**config.mk**
```make
export PLATFORM = sky130hd
export DESIGN_NAME = prog_feeder
export DESIGN_NICKNAME = d
export VERILOG_FILES = /design/src/rtl/prog_feeder_pkg.sv /design/src/rtl/prog_feeder_mem.sv /design/src/rtl/prog_feeder.sv
export SDC_FILE = /design/constraint.sdc
export NUM_CORES = 1
export LEC_CHECK = 0
export CORE_MARGIN = 5
export CORE_UTILIZATION = 24
export CTS_CLUSTER_DIAMETER = 50
export DETAILED_ROUTE_END_ITERATION = 12
export HOLD_SLACK_MARGIN = 0.06
export PLACE_DENSITY = 0.44
export SLEW_MARGIN = 20
export SYNTH_ARGS = -nofsm -noshare
export SYNTH_HDL_FRONTEND = slang
export SYNTH_SLANG_ARGS = --single-unit
```
**constraint.sdc**
```tcl
create_clock -name clk -period 6.5 [get_ports clk]
set_clock_uncertainty 0.2 [all_clocks]
set_input_delay 0.65 -clock clk [delete_from_list [all_inputs] [get_ports clk]]
set_output_delay 0.65 -clock clk [all_outputs]
set_load 0.1 [all_outputs]
```
**src/rtl/prog_feeder_pkg.sv**
```systemverilog
// ---------------------------------------------------------------------------
// prog_feeder_pkg
// Shared definitions for the program feeder: FSM state encodings, the
// default filler instruction, instruction field offsets and small helpers
// for packing/unpacking the 6-bit instruction word.
//
// Instruction layout (MSB first): opcode[1:0], reg0[1:0], reg1[1:0].
// ---------------------------------------------------------------------------
package prog_feeder_pkg;

  // FSM state encodings (2-bit)
  localparam logic [1:0] ST_LOAD = 2'd0;
  localparam logic [1:0] ST_RUN  = 2'd1;
  localparam logic [1:0] ST_HALT = 2'd2;

  // Instruction emitted whenever no real program word is being driven
  localparam logic [5:0] FILL_INSTR_DEFAULT = 6'b000000;

  // Upper bit of each 2-bit instruction field
  localparam int OP_HI = 5;
  localparam int R0_HI = 3;
  localparam int R1_HI = 1;

  // Structured view of one instruction word
  typedef struct packed {
    logic [1:0] opcode;
    logic [1:0] reg0;
    logic [1:0] reg1;
  } instr_t;

  // Pack the three fields into a flat instruction word
  function automatic logic [5:0] make_instr(input logic [1:0] opcode,
                                            input logic [1:0] reg0,
                                            input logic [1:0] reg1);
    logic [5:0] w;
    w = '0;
    w[OP_HI -: 2] = opcode;
    w[R0_HI -: 2] = reg0;
    w[R1_HI -: 2] = reg1;
    return w;
  endfunction

  // Field extractors
  function automatic logic [1:0] instr_opcode(input logic [5:0] w);
    return w[OP_HI -: 2];
  endfunction

  function automatic logic [1:0] instr_reg0(input logic [5:0] w);
    return w[R0_HI -: 2];
  endfunction

  function automatic logic [1:0] instr_reg1(input logic [5:0] w);
    return w[R1_HI -: 2];
  endfunction

endpackage : prog_feeder_pkg

```
**src/rtl/prog_feeder_mem.sv**
```systemverilog
// ---------------------------------------------------------------------------
// prog_mem
// DEPTH x INSTR_W register array holding the loaded program.
// One synchronous write port and one combinational read port; the caller
// registers the read data. Contents are intentionally not reset.
//
// Ports:
//   clk    in   system clock
//   we     in   write enable
//   waddr  in   write address
//   wdata  in   write data
//   raddr  in   read address
//   rdata  out  combinational read data at raddr
// ---------------------------------------------------------------------------
module prog_mem
  import prog_feeder_pkg::*;
#(
  parameter int DEPTH   = 16,
  parameter int INSTR_W = 6,
  parameter int AW      = $clog2(DEPTH)
) (
  input  logic               clk,
  input  logic               we,
  input  logic [AW-1:0]      waddr,
  input  logic [INSTR_W-1:0] wdata,
  input  logic [AW-1:0]      raddr,
  output logic [INSTR_W-1:0] rdata
);

  logic [INSTR_W-1:0] mem [DEPTH];

  always_ff @(posedge clk) begin
    if (we) begin
      mem[waddr] <= wdata;
    end
  end

  assign rdata = mem[raddr];

endmodule : prog_mem

```
**src/rtl/prog_feeder.sv**
```systemverilog
// ---------------------------------------------------------------------------
// prog_feeder
// Instruction source feeding the CPU core. A short program is loaded over a
// valid/ready handshake into a small register file, then replayed as the
// core's PC advances. A PC at or beyond the number of loaded words halts the
// stream with a filler instruction until run is dropped.
//
// Ports:
//   clk          in   system clock, all state on rising edge
//   rst          in   synchronous active-high reset
//   load_valid   in   load_data carries a program word
//   load_data    in   program word to store
//   load_ready   out  feeder accepts a word this cycle
//   run          in   request start of replay / hold in RUN
//   pc_in        in   PC observed on the core's output bus
//   pc_valid     in   pc_in carries a PC this cycle (not r3)
//   instr_out    out  instruction to the core (1-cycle latency from pc_in)
//   instr_valid  out  instr_out is a real program word
//   halted       out  replay stopped on an out-of-range PC
//   count        out  number of words loaded
// ---------------------------------------------------------------------------
module prog_feeder
  import prog_feeder_pkg::*;
#(
  parameter int                 DEPTH      = 16,
  parameter int                 INSTR_W    = 6,
  parameter int                 PC_W       = 8,
  parameter logic [INSTR_W-1:0] FILL_INSTR = FILL_INSTR_DEFAULT
) (
  input  logic                       clk,
  input  logic                       rst,
  input  logic                       load_valid,
  input  logic [INSTR_W-1:0]         load_data,
  output logic                       load_ready,
  input  logic                       run,
  input  logic [PC_W-1:0]            pc_in,
  input  logic                       pc_valid,
  output logic [INSTR_W-1:0]         instr_out,
  output logic                       instr_valid,
  output logic                       halted,
  output logic [$clog2(DEPTH):0]     count
);

  localparam int AW    = $clog2(DEPTH);
  localparam int CW    = AW + 1;
  // Common width for the unsigned PC-vs-count comparison
  localparam int CMP_W = (PC_W > CW) ? PC_W : CW;

  logic [1:0]         state;
  logic [AW-1:0]      wr_ptr;
  logic               accept;
  logic               mem_we;
  logic [CW-1:0]      count_next;
  logic               pc_in_range;
  logic [INSTR_W-1:0] mem_rdata;

  // Handshake: only LOAD accepts words, and never beyond a full buffer,
  // so a full buffer neither wraps nor overwrites slot 0.
  assign load_ready = (state == ST_LOAD) && (count < CW'(DEPTH));
  assign accept     = load_valid && load_ready;

  // Reset wins over a same-cycle write so no word lands during rst.
  assign mem_we     = accept && !rst;

  // Count as it will be after this cycle's write; used for the run
  // decision so a word accepted alongside run is counted.
  assign count_next = count + CW'(accept);

  // Full-width unsigned compare so large PCs never alias into range.
  assign pc_in_range = CMP_W'(pc_in) < CMP_W'(count);

  prog_mem #(
    .DEPTH   (DEPTH),
    .INSTR_W (INSTR_W),
    .AW      (AW)
  ) u_mem (
    .clk   (clk),
    .we    (mem_we),
    .waddr (wr_ptr),
    .wdata (load_data),
    .raddr (pc_in[AW-1:0]),
    .rdata (mem_rdata)
  );

  // Main FSM. Dropping run takes priority over PC handling in RUN so the
  // feeder always returns cleanly to LOAD. HALT is sticky until run falls.
  always_ff @(posedge clk) begin
    if (rst) begin
      state       <= ST_LOAD;
      wr_ptr      <= '0;
      count       <= '0;
      instr_out   <= FILL_INSTR;
      instr_valid <= 1'b0;
      halted      <= 1'b0;
    end else begin
      case (state)
        ST_LOAD: begin
          if (accept) begin
            wr_ptr <= wr_ptr + 1'b1;
            count  <= count_next;
          end
          if (run && (count_next != '0)) begin
            state <= ST_RUN;
          end
        end

        ST_RUN: begin
          if (!run) begin
            state       <= ST_LOAD;
            wr_ptr      <= '0;
            count       <= '0;
            instr_out   <= FILL_INSTR;
            instr_valid <= 1'b0;
          end else if (pc_valid) begin
            if (pc_in_range) begin
              instr_out   <= mem_rdata;
              instr_valid <= 1'b1;
            end else begin
              state       <= ST_HALT;
              instr_out   <= FILL_INSTR;
              instr_valid <= 1'b0;
              halted      <= 1'b1;
            end
          end
        end

        ST_HALT: begin
          instr_out   <= FILL_INSTR;
          instr_valid <= 1'b0;
          if (!run) begin
            state  <= ST_LOAD;
            wr_ptr <= '0;
            count  <= '0;
            halted <= 1'b0;
          end
        end

        default: begin
          state       <= ST_LOAD;
          wr_ptr      <= '0;
          count       <= '0;
          instr_out   <= FILL_INSTR;
          instr_valid <= 1'b0;
          halted      <= 1'b0;
        end
      endcase
    end
  end

endmodule : prog_feeder

```
# Word level (Yosys, flattened, before mapping)
# Memories as Yosys holds them, arrays and structs flattened.
# Cells that the tools add are included.
# word_totals
ff_bits	19
mem_bits_rw	96
in_bits	19
output_inout_bits	14
wordCells	62
mem_count	1
# memory_table
memory	depth	word_bits	rd	rd_clocked_by_memory_dff	wr	line_no	text
u_mem.mem	16	6	1	0	1	prog_feeder_mem.sv:30	logic [INSTR_W-1:0] mem [DEPTH];
# op_classes
n_addsub	2
n_lt_le_gt_ge	2
eq_ne	11
mux	27
bitwise	1
reduce_logical	12
# op_table
cell	n
$mux 6	3
$ne 2x2->1 const B	6
$pmux 6 s2	1
$mux 2	5
$mux 5	2
$pmux 5 s2	1
$mux 1	9
$lt 8x5->1	1
$mux 4	2
$pmux 4 s2	1
$ne 3x3->1 const B	2
$pmux 2 s3	1
$add 5x1->5	1
$lt 5x5->1 const B	1
$reduce_and 5->1	1
$reduce_bool 5->1	1
$add 4x1->4 const B	1
$logic_and 1x1->1	4
$reduce_and 2->1	2
$reduce_and 4->1	1
$pmux 1 s3	1
$eq 2x1->1 const B	1
$eq 2x2->1 const B	1
$logic_not 2->1	1
other kinds (5)	5

# Longest topological paths before layout
# Gate-level depths: netlist of the first run.
# depth
ltp_word	8
mapped_depth	13
depth_no_buf	12

# By module
# From an unflattened synthesis of the first run, not the netlist that was laid out.
# unflattened
cells_unflattened	292
area_unflattened_um2	4858.4
# modules_own_cells
module	n_inst	cells_each	area_per_inst_um2	seq_area_each_um2
prog_mem	1	172	3774.9	2882.8
prog_feeder	1	120	1083.5	380.4

# Least setup slack after synthesis of the first run
# No wires, ideal clock.
# synth_path
kind	register to register
start	register count[4]
end	register state[0]
setup_time_ns	0.087
t_arrival_ns	3.993
required_time_ns	6.213
path_slack_ns	2.219
path_stages_with_launch	10
path_buffers	0
period_less_slack_ns	4.281
path_cell_list	dfxtp_1 > nor2b_1 > nand2_1 > inv_1 > ha_1 > ha_1 > or3b_1 > o311a_1 > o21a_1 > o31ai_1
# synth_via
elab_chain_cells	8
elab_cells_between_ends	10
classes_between	1 x add/sub; 2 x order compare; 2 x eq/ne; 5 x reduce/logical
# synth_rtl
element	line_no	text
from (decl)	prog_feeder.sv:41	output logic [$clog2(DEPTH):0] count
from (signal assigned)	prog_feeder.sv:100	count <= count_next;
$lt 5x5->1	prog_feeder.sv:59	assign load_ready = (state == ST_LOAD) && (count < CW'(DEPTH));
$logic_and 1x1->1	prog_feeder.sv:59	
via load_ready	prog_feeder.sv:34	output logic load_ready,
$logic_and 1x1->1	prog_feeder.sv:60	assign accept = load_valid && load_ready;
$add 5x1->5	prog_feeder.sv:67	assign count_next = count + CW'(accept);
$reduce_bool 5->1	prog_feeder.sv:102	if (run && (count_next != '0)) begin
$logic_and 1x1->1	prog_feeder.sv:102	
$ne 2x1->1 (no source line)	--	
$reduce_and 4->1 (no source line)	--	
to (signal assigned)	prog_feeder.sv:103	state <= ST_RUN;
to (signal assigned)	prog_feeder.sv:109	state <= ST_LOAD;
to (signal assigned)	prog_feeder.sv:119	state <= ST_HALT;
to (decl)	prog_feeder.sv:49	logic [1:0] state;
# The timed path passes the listed nets, and every way through them passes these cells.
# A chain may end at the register's enable or synchronous reset.

# Worst setup path in the final report of the first run
# layout_path
start	register state[0]
end	output port load_ready
# layout_via
elab_chain_cells	2
# layout_rtl
element	line_no	text
from (signal assigned)	prog_feeder.sv:89	state <= ST_LOAD;
from (signal assigned)	prog_feeder.sv:103	
from (signal assigned)	prog_feeder.sv:109	
$logic_not 2->1	prog_feeder.sv:59	
$logic_and 1x1->1	prog_feeder.sv:59	
to (decl)	prog_feeder.sv:34	
# Every way passes these cells.

==> metrics, run 1 <==
CTS Buffer Depth 2; Routed WL 10900 µm; largest net degree at the start of global routing 26; H-Tree Depth 4; Initial Utilization 0.244; Synth Area per Inst 16.2 µm²; Die Width 153 µm; placed cell count 594; # Max-Cap Violations 0; Required @ worst endpoint 5650 ps; initial antenna violation count 0; Die Y 153 µm; Setup Buffers After CTS 0; combinational group share of total power 0.132; Power Total 2.02 mW; Setup Viol. Count Final 0; Switch Pwr 0.530 mW; io pins 33; # fillers 1989; P&R area growth vs syn 23.5%; Worst R2R Path Depth 11; Async S/R FF share, synth 0; vias in the first global route 2799; crit path to load_ready; DP Area 5500 µm²; status completed; clock-pin slew on the worst setup and hold paths 60 ps; Worst Setup End Kind primary output; number of DRC markers in iteration 0 134; Routed WL per cell 17.5 µm; Cell Int Power 1.49 mW; Hold Buf Count CTS 0; critical-path cell list inv_1 > ha_1 > nor2b_1 > clkdlybuf4s50_1; fin. max-slew vios 0; Synth Register Bits 115; worst hold slack 246 ps; Switching Share 0.263; area share of the largest cell type after synthesis 0.585; later-pin clock latency in the skew report 410 ps; post-layout util 0.301; Peak VDD IR 0.000143 V; R2R Path End state[0]; core box area 20200 µm²; Data arrival, critical path 2550 ps; RSZ-0062 raised after global routing no; largest family of logic cells by synthesized area multiplexers; Reg2Reg Setup Slack 3480 ps; pre-CTS WS 3150 ps; vias per cell 4.28; Synth Warn # 0; max incr delay on CP 1150 ps; Synth Area in Simple Gates 0.0683; Port Buf Inserts 32; drt pass-1 iters 7; Top FF cell, synth edfxtp_1; first-pass GRT wire length 16800 µm; Final Worst Setup Slack 3100 ps; worst slew pin tran 1020 ps; clock root cell clkbuf_16; fin area 6080 µm²; total CTS buffers 17; CP max stage cell clkdlybuf4s50_1; Fin. Hold Viols 0; nets@finish 376; synth unique cells 51; Critical Path Source Type flip-flop; CTS sink cnt 115; minimum clock period 3400 ps; Critical Path Start state[0]; Clk network pwr share 0.451; Mapped Area 4930 µm²; Yosys top cell by area edfxtp_1; CP bufs+invs 2; RD Place Congestion 0.757; Cell Rows 52; post-synthesis sequential area ratio 0.662; synthesized instance count 304; critical path depth 4; crit path kind reg -> out; xor and xnor area share after synthesis 0.00889; worst r2r src state[1]; Vias 2681; drt drc 0; Final period util 0.523; Crit path max-delay family buffers and inverters; Setup TNS 0 ps; Net Count, Synth 337; Hold Crit Start instr_out[3]; total grt overflow 0; Tightest Hold Check Type reg -> reg; Post-synth EDFFs 96; Layout Cells excl Fill 626; PostCTS Resize Cnt 0; DP HPWL 7320 µm; Post-Synth Adder-Cell Area 0.0356; synth top area cells edfxtp_1 59%, dfxtp_1 7.7%, mux4_1 6.4%, mux4_2 5.5%, ha_1 3.6%; layout cells sized above 1 0.157; CTS tree yes; Pwr Density 331 nW/µm²; critical-path maximum fanout 9; Flop pwr share 0.416; Fmax 0.294 GHz; post-synthesis mux area share 0.145; post-synthesis compound-gate area fraction 0.0515; Slew HR 0.318; Final ANT Viol Nets 0; n_diodes 0; gr usage total 0.0974; die area 23500 µm²; leak pwr 1.99 nW
worst register-to-register path, delay by kind of cell, from the launching register on:
family	cells	cell delay, ps
AO/OA/AOI/OAI	3	690
adder cells (fa/ha/maj)	3	790
buffers and inverters	2	180
flip-flops	1	360
AND/OR/NAND/NOR	3	710
cell usage after synthesis, types with 2 or more instances:
cell and count:
a21oi_2 2, buf_6 3, nand2b_1 6, edfxtp_1 96, inv_1 11, xnor2_1 3
mux2_2 6, nand3_1 2, nand2_1 20, clkbuf_2 2, clkbuf_1 4, a22oi_1 2
a21oi_1 12, xor2_1 2, mux4_1 12, ha_1 14, mux2i_1 6, a211oi_1 2
o21ai_1 6, nor2_1 26, dfxtp_1 19, mux4_2 12, nor2b_1 2, o21ai_0 2
nor3_1 6
cell type report:
type | instances | area (µm²) | area share
clock buffer | 18 | 429 | 0.0705
clock inverter | 14 | 154 | 0.0253
inverter | 11 | 41.3 | 0.00679
multi-input combinational | 164 | 1520 | 0.250
sequential | 115 | 3260 | 0.536
tap | 270 | 338 | 0.0555
timing repair buffer | 34 | 335 | 0.0551
power by group through the flow:
stage | Clock, mW | Combinational [mW] | Sequential [mW]
3_5_place_dp | 0 | 0.270 | 0.854
2_1_floorplan | 0 | 0.170 | 0.878
5_1_grt | 0.969 | 0.291 | 0.841
6_report | 0.910 | 0.267 | 0.839
3_3_place_gp | 0 | 0.271 | 0.854
4_1_cts | 0.933 | 0.271 | 0.840
per-layer routing:
layer,part of all wire,vias to the layer above,GRT usage
li1,-,1269,-
met1,0.46,1352,0.124
met2,0.49,46,0.154
met3,0.033,14,0.0271
met4,0.016,0,0.0445
met5,0,-,0
sequential cells by signal (all words and copies together) (netlist names):
signal / flops
state: 2
instr_out: 6
u_mem.mem: 96
count: 5
instr_valid: 1
halted: 1
wr_ptr: 4
worst min-delay path by stage:
stage	to	slack, ps	depth (start not counted)
finish	instr_out[3]	250	2
global route	instr_out[4]	280	2
CTS	instr_out[3]	250	2
detailed placement	instr_out[3]	240	2
global placement	instr_out[3]	240	2
floorplan	state[1]	310	2
layout by cell type, fill, tap and decap left out, types with 2 or more instances in the layout:
cell type	Yosys	routed
inv_1	11	11
o21ai_1	6	6
inv_6	0	3
a21oi_2	2	2
clkdlybuf4s50_1	0	32
ha_1	14	14
a211oi_1	2	2
buf_4	1	2
mux2i_1	6	6
nand2b_1	6	6
xnor2_1	3	3
mux4_1	12	12
nor2b_1	2	2
o21ai_0	2	2
clkinvlp_4	0	3
nor3_1	6	6
xor2_1	2	2
bufinv_16	0	2
clkinv_2	0	2
clkinv_4	0	4
clkbuf_16	0	17
nand3_1	2	2
mux2_2	6	6
mux4_2	12	12
edfxtp_1	96	96
a22oi_1	2	2
nand2_1	20	20
a21oi_1	12	12
nor2_1	26	26
dfxtp_1	19	19
cells by family after synthesis:
kind of cell / after synthesis
and+or+nand+nor: 71
DFF: 115
AOI/OAI and AO/OA: 38
muxes: 36
buffers and inverters: 25
xor gates and xnor gates: 5
adders and majority gates: 14
Note: power is estimated with default switching activity, not from simulation.
==> inputs of run 2 (changes only) <==
- PLACE_DENSITY: 0.44 -> 0.46
- clock period: 6.5 -> 3.01 ns (I/O delays scaled with it)
==> metrics, run 2 (same netlist as run 1, synthesis figures left out) <==
core box area 20200 µm² (unchanged); crit path kind reg -> reg (was reg -> out); Peak VDD IR 0.000355 V (was 0.000143 V); multi-input combinational cell area 1570 µm² (was 1520 µm²); Required @ worst endpoint 3130 ps (was 5650 ps); PostCTS Resize Cnt 0 (unchanged); fin. max-slew vios 0 (unchanged); combinational group share of total power 0.138 (was 0.132); initial antenna violation count 0 (unchanged); CTS sink cnt 115 (unchanged); highest-count cells in the layout ignoring fill and taps 96 x edfxtp_1, 33 x buf_4, 26 x nor2_1 (was 96 x edfxtp_1, 32 x clkdlybuf4s50_1, 26 x nor2_1); RD Place Congestion 0.706 (was 0.757); CTS tree yes (unchanged); status completed (unchanged); register area 3270 µm² (was 3260 µm²); clock-pin slew on the worst setup and hold paths 50 ps (was 60 ps); DP HPWL 7300 µm (was 7320 µm); Hold Buf Count CTS 0 (unchanged); H-Tree Depth 4 (unchanged); largest net degree at the start of global routing 26 (unchanged); crit path to state[0] (was load_ready); Cell Int Power 3.39 mW (was 1.49 mW); Routed WL 10500 µm (was 10900 µm); Switching Share 0.247 (was 0.263); fin area 6280 µm² (was 6080 µm²); Reg with most FFs u_mem.mem (unchanged); Setup Buffers After CTS 0 (unchanged); Final period util 0.858; Setup TNS 0 ps (unchanged); critical-path maximum fanout 9 (unchanged); Worst R2R Path Depth 11 (unchanged); Slew HR 0.586 (was 0.318); die area 23500 µm² (unchanged); Data arrival, critical path 2710 ps (was 2550 ps); clock root cell clkbuf_16 (unchanged); max FFs per register 96 (unchanged); Worst Setup End Kind flip-flop (was primary output); Initial Utilization 0.244 (unchanged); Port Buf Inserts 32 (unchanged); Setup Viol. Count Final 0 (unchanged); Flop pwr share 0.402 (was 0.416); Clk network pwr share 0.460 (was 0.451); Vias 2697 (was 2681); Fmax 0.387 GHz; P&R area growth vs syn 27.4% (was 23.5%); io pins 33 (unchanged); later-pin clock latency in the skew report 410 ps (about the same); Final ANT Viol Nets 0 (unchanged); minimum clock period 2580 ps; layout cells sized above 1 0.254 (was 0.157); first-pass GRT wire length 16600 µm (was 16800 µm); # Max-Cap Violations 0 (unchanged); RSZ-0062 raised after global routing no (unchanged); Power Total 4.51 mW (was 2.02 mW); vias in the first global route 2868 (was 2799); total CTS buffers 17 (unchanged); total grt overflow 0 (unchanged); Critical Path Start state[1] (was state[0]); nets@finish 394 (was 376); Die Y 153 µm (unchanged); worst slew pin tran 619 ps (was 1020 ps); Fin. Hold Viols 0 (unchanged); Cell Rows 52 (unchanged); Pwr Density 718 nW/µm² (was 331 nW/µm²); drt pass-1 iters 4 (was 7); Critical Path Source Type flip-flop (unchanged); n_diodes 0 (unchanged); Tightest Hold Check Type reg -> reg (unchanged); Reg2Reg Setup Slack 430 ps (was 3480 ps); Routed WL per cell 16.2 µm (was 17.5 µm); Die Width 153 µm (unchanged); gr usage total 0.0937 (was 0.0974); number of DRC markers in iteration 0 156 (was 134); biggest regs u_mem.mem: 96 flops, instr_out: 6 flops, count: 5 flops (unchanged); DP Area 5660 µm² (was 5500 µm²); most common cell after layout, fill and taps aside edfxtp_1 (unchanged); drt drc 0 (unchanged); vias per cell 4.19 (was 4.28); worst r2r src state[1] (unchanged); leak pwr 2.14 nW (was 1.99 nW); CTS Buffer Depth 2 (unchanged); R2R Path End state[0] (unchanged); Switch Pwr 1.12 mW (was 0.530 mW); # fillers 1970 (was 1989)
==> run 2: changes by cell type in the layout (fill, tap and decap cells not counted), moves of 2 or more <==
cell | before | now
buf_4 | 2 | 33
bufinv_16 | 2 | 4
clkdlybuf4s50_1 | 32 | 18
clkinv_1 | 0 | 4
clkinv_4 | 4 | 2
clkinvlp_4 | 3 | 1
dfxtp_1 | 19 | 17
dfxtp_2 | 0 | 2
ha_1 | 14 | 11
ha_4 | 0 | 3
inv_1 | 11 | 8
inv_2 | 0 | 3
==> run 2: cell type report <==
| class | instances | area share |
|---|---|---|
| clock buffer | 17 | 0.0678 |
| clock inverter | 15 | 0.0299 |
| inverter | 11 | 0.00658 |
| multi-input combinational | 164 | 0.250 |
| sequential | 115 | 0.520 |
| tap | 270 | 0.0538 |
| timing repair buffer | 52 | 0.0714 |
==> run 2: routing by layer <==
metal | part of all wire | vias to the layer above | global-route usage
met4 | 0.016 | 0 | 0.0344
li1 | - | 1302 | -
met1 | 0.46 | 1335 | 0.122
met5 | 0 | - | 0
met3 | 0.041 | 12 | 0.0297
met2 | 0.48 | 48 | 0.147
==> run 2: stage by stage <==
step | hold slack [ps] | instances | setup slack (ps) | utilization
finish | 246 | 644 | 426 | 0.310
global route | 274 | 644 | 241 | 0.310
CTS | 252 | 644 | 406 | 0.310
detailed placement | 244 | 612 | 377 | 0.280
global placement | 241 | 612 | 419 | 0.280
floorplan | 200 | 304 | 15.2 | -
==> run 2: how the worst min path moves through the flow <==
stage                 startpoint         endpoint  slack [ps]  cells past startpoint
floorplan           load_data[0]  u_mem.mem[0][0]         200                      0
global placement    instr_out[5]     instr_out[5]         240                      2
detailed placement  instr_out[0]     instr_out[0]         240                      2
CTS                 instr_out[0]     instr_out[0]         250                      2
global route        instr_out[2]     instr_out[2]         270                      2
finish              instr_out[4]     instr_out[4]         250                      2
==> run 2: power groups by stage <==
stage | clock network, mW | logic [mW] | registers, mW
after floorplan | 0 | 0.404 | 1.90
after global placement | 0 | 0.624 | 1.85
after detailed placement | 0 | 0.633 | 1.85
after CTS | 2.12 | 0.636 | 1.81
after global routing | 2.21 | 0.689 | 1.82
final | 2.07 | 0.623 | 1.81
==> run 2: worst max-delay path, cell delays in order (launching register included) <==
cell     delay, ps
dfxtp_2        330
inv_2           90
ha_4           190
nor2b_4        160
nand2_2         80
inv_2           80
ha_4           130
ha_4           190
or3b_1         380
o311a_1        360
o21a_1         130
o31ai_1        170
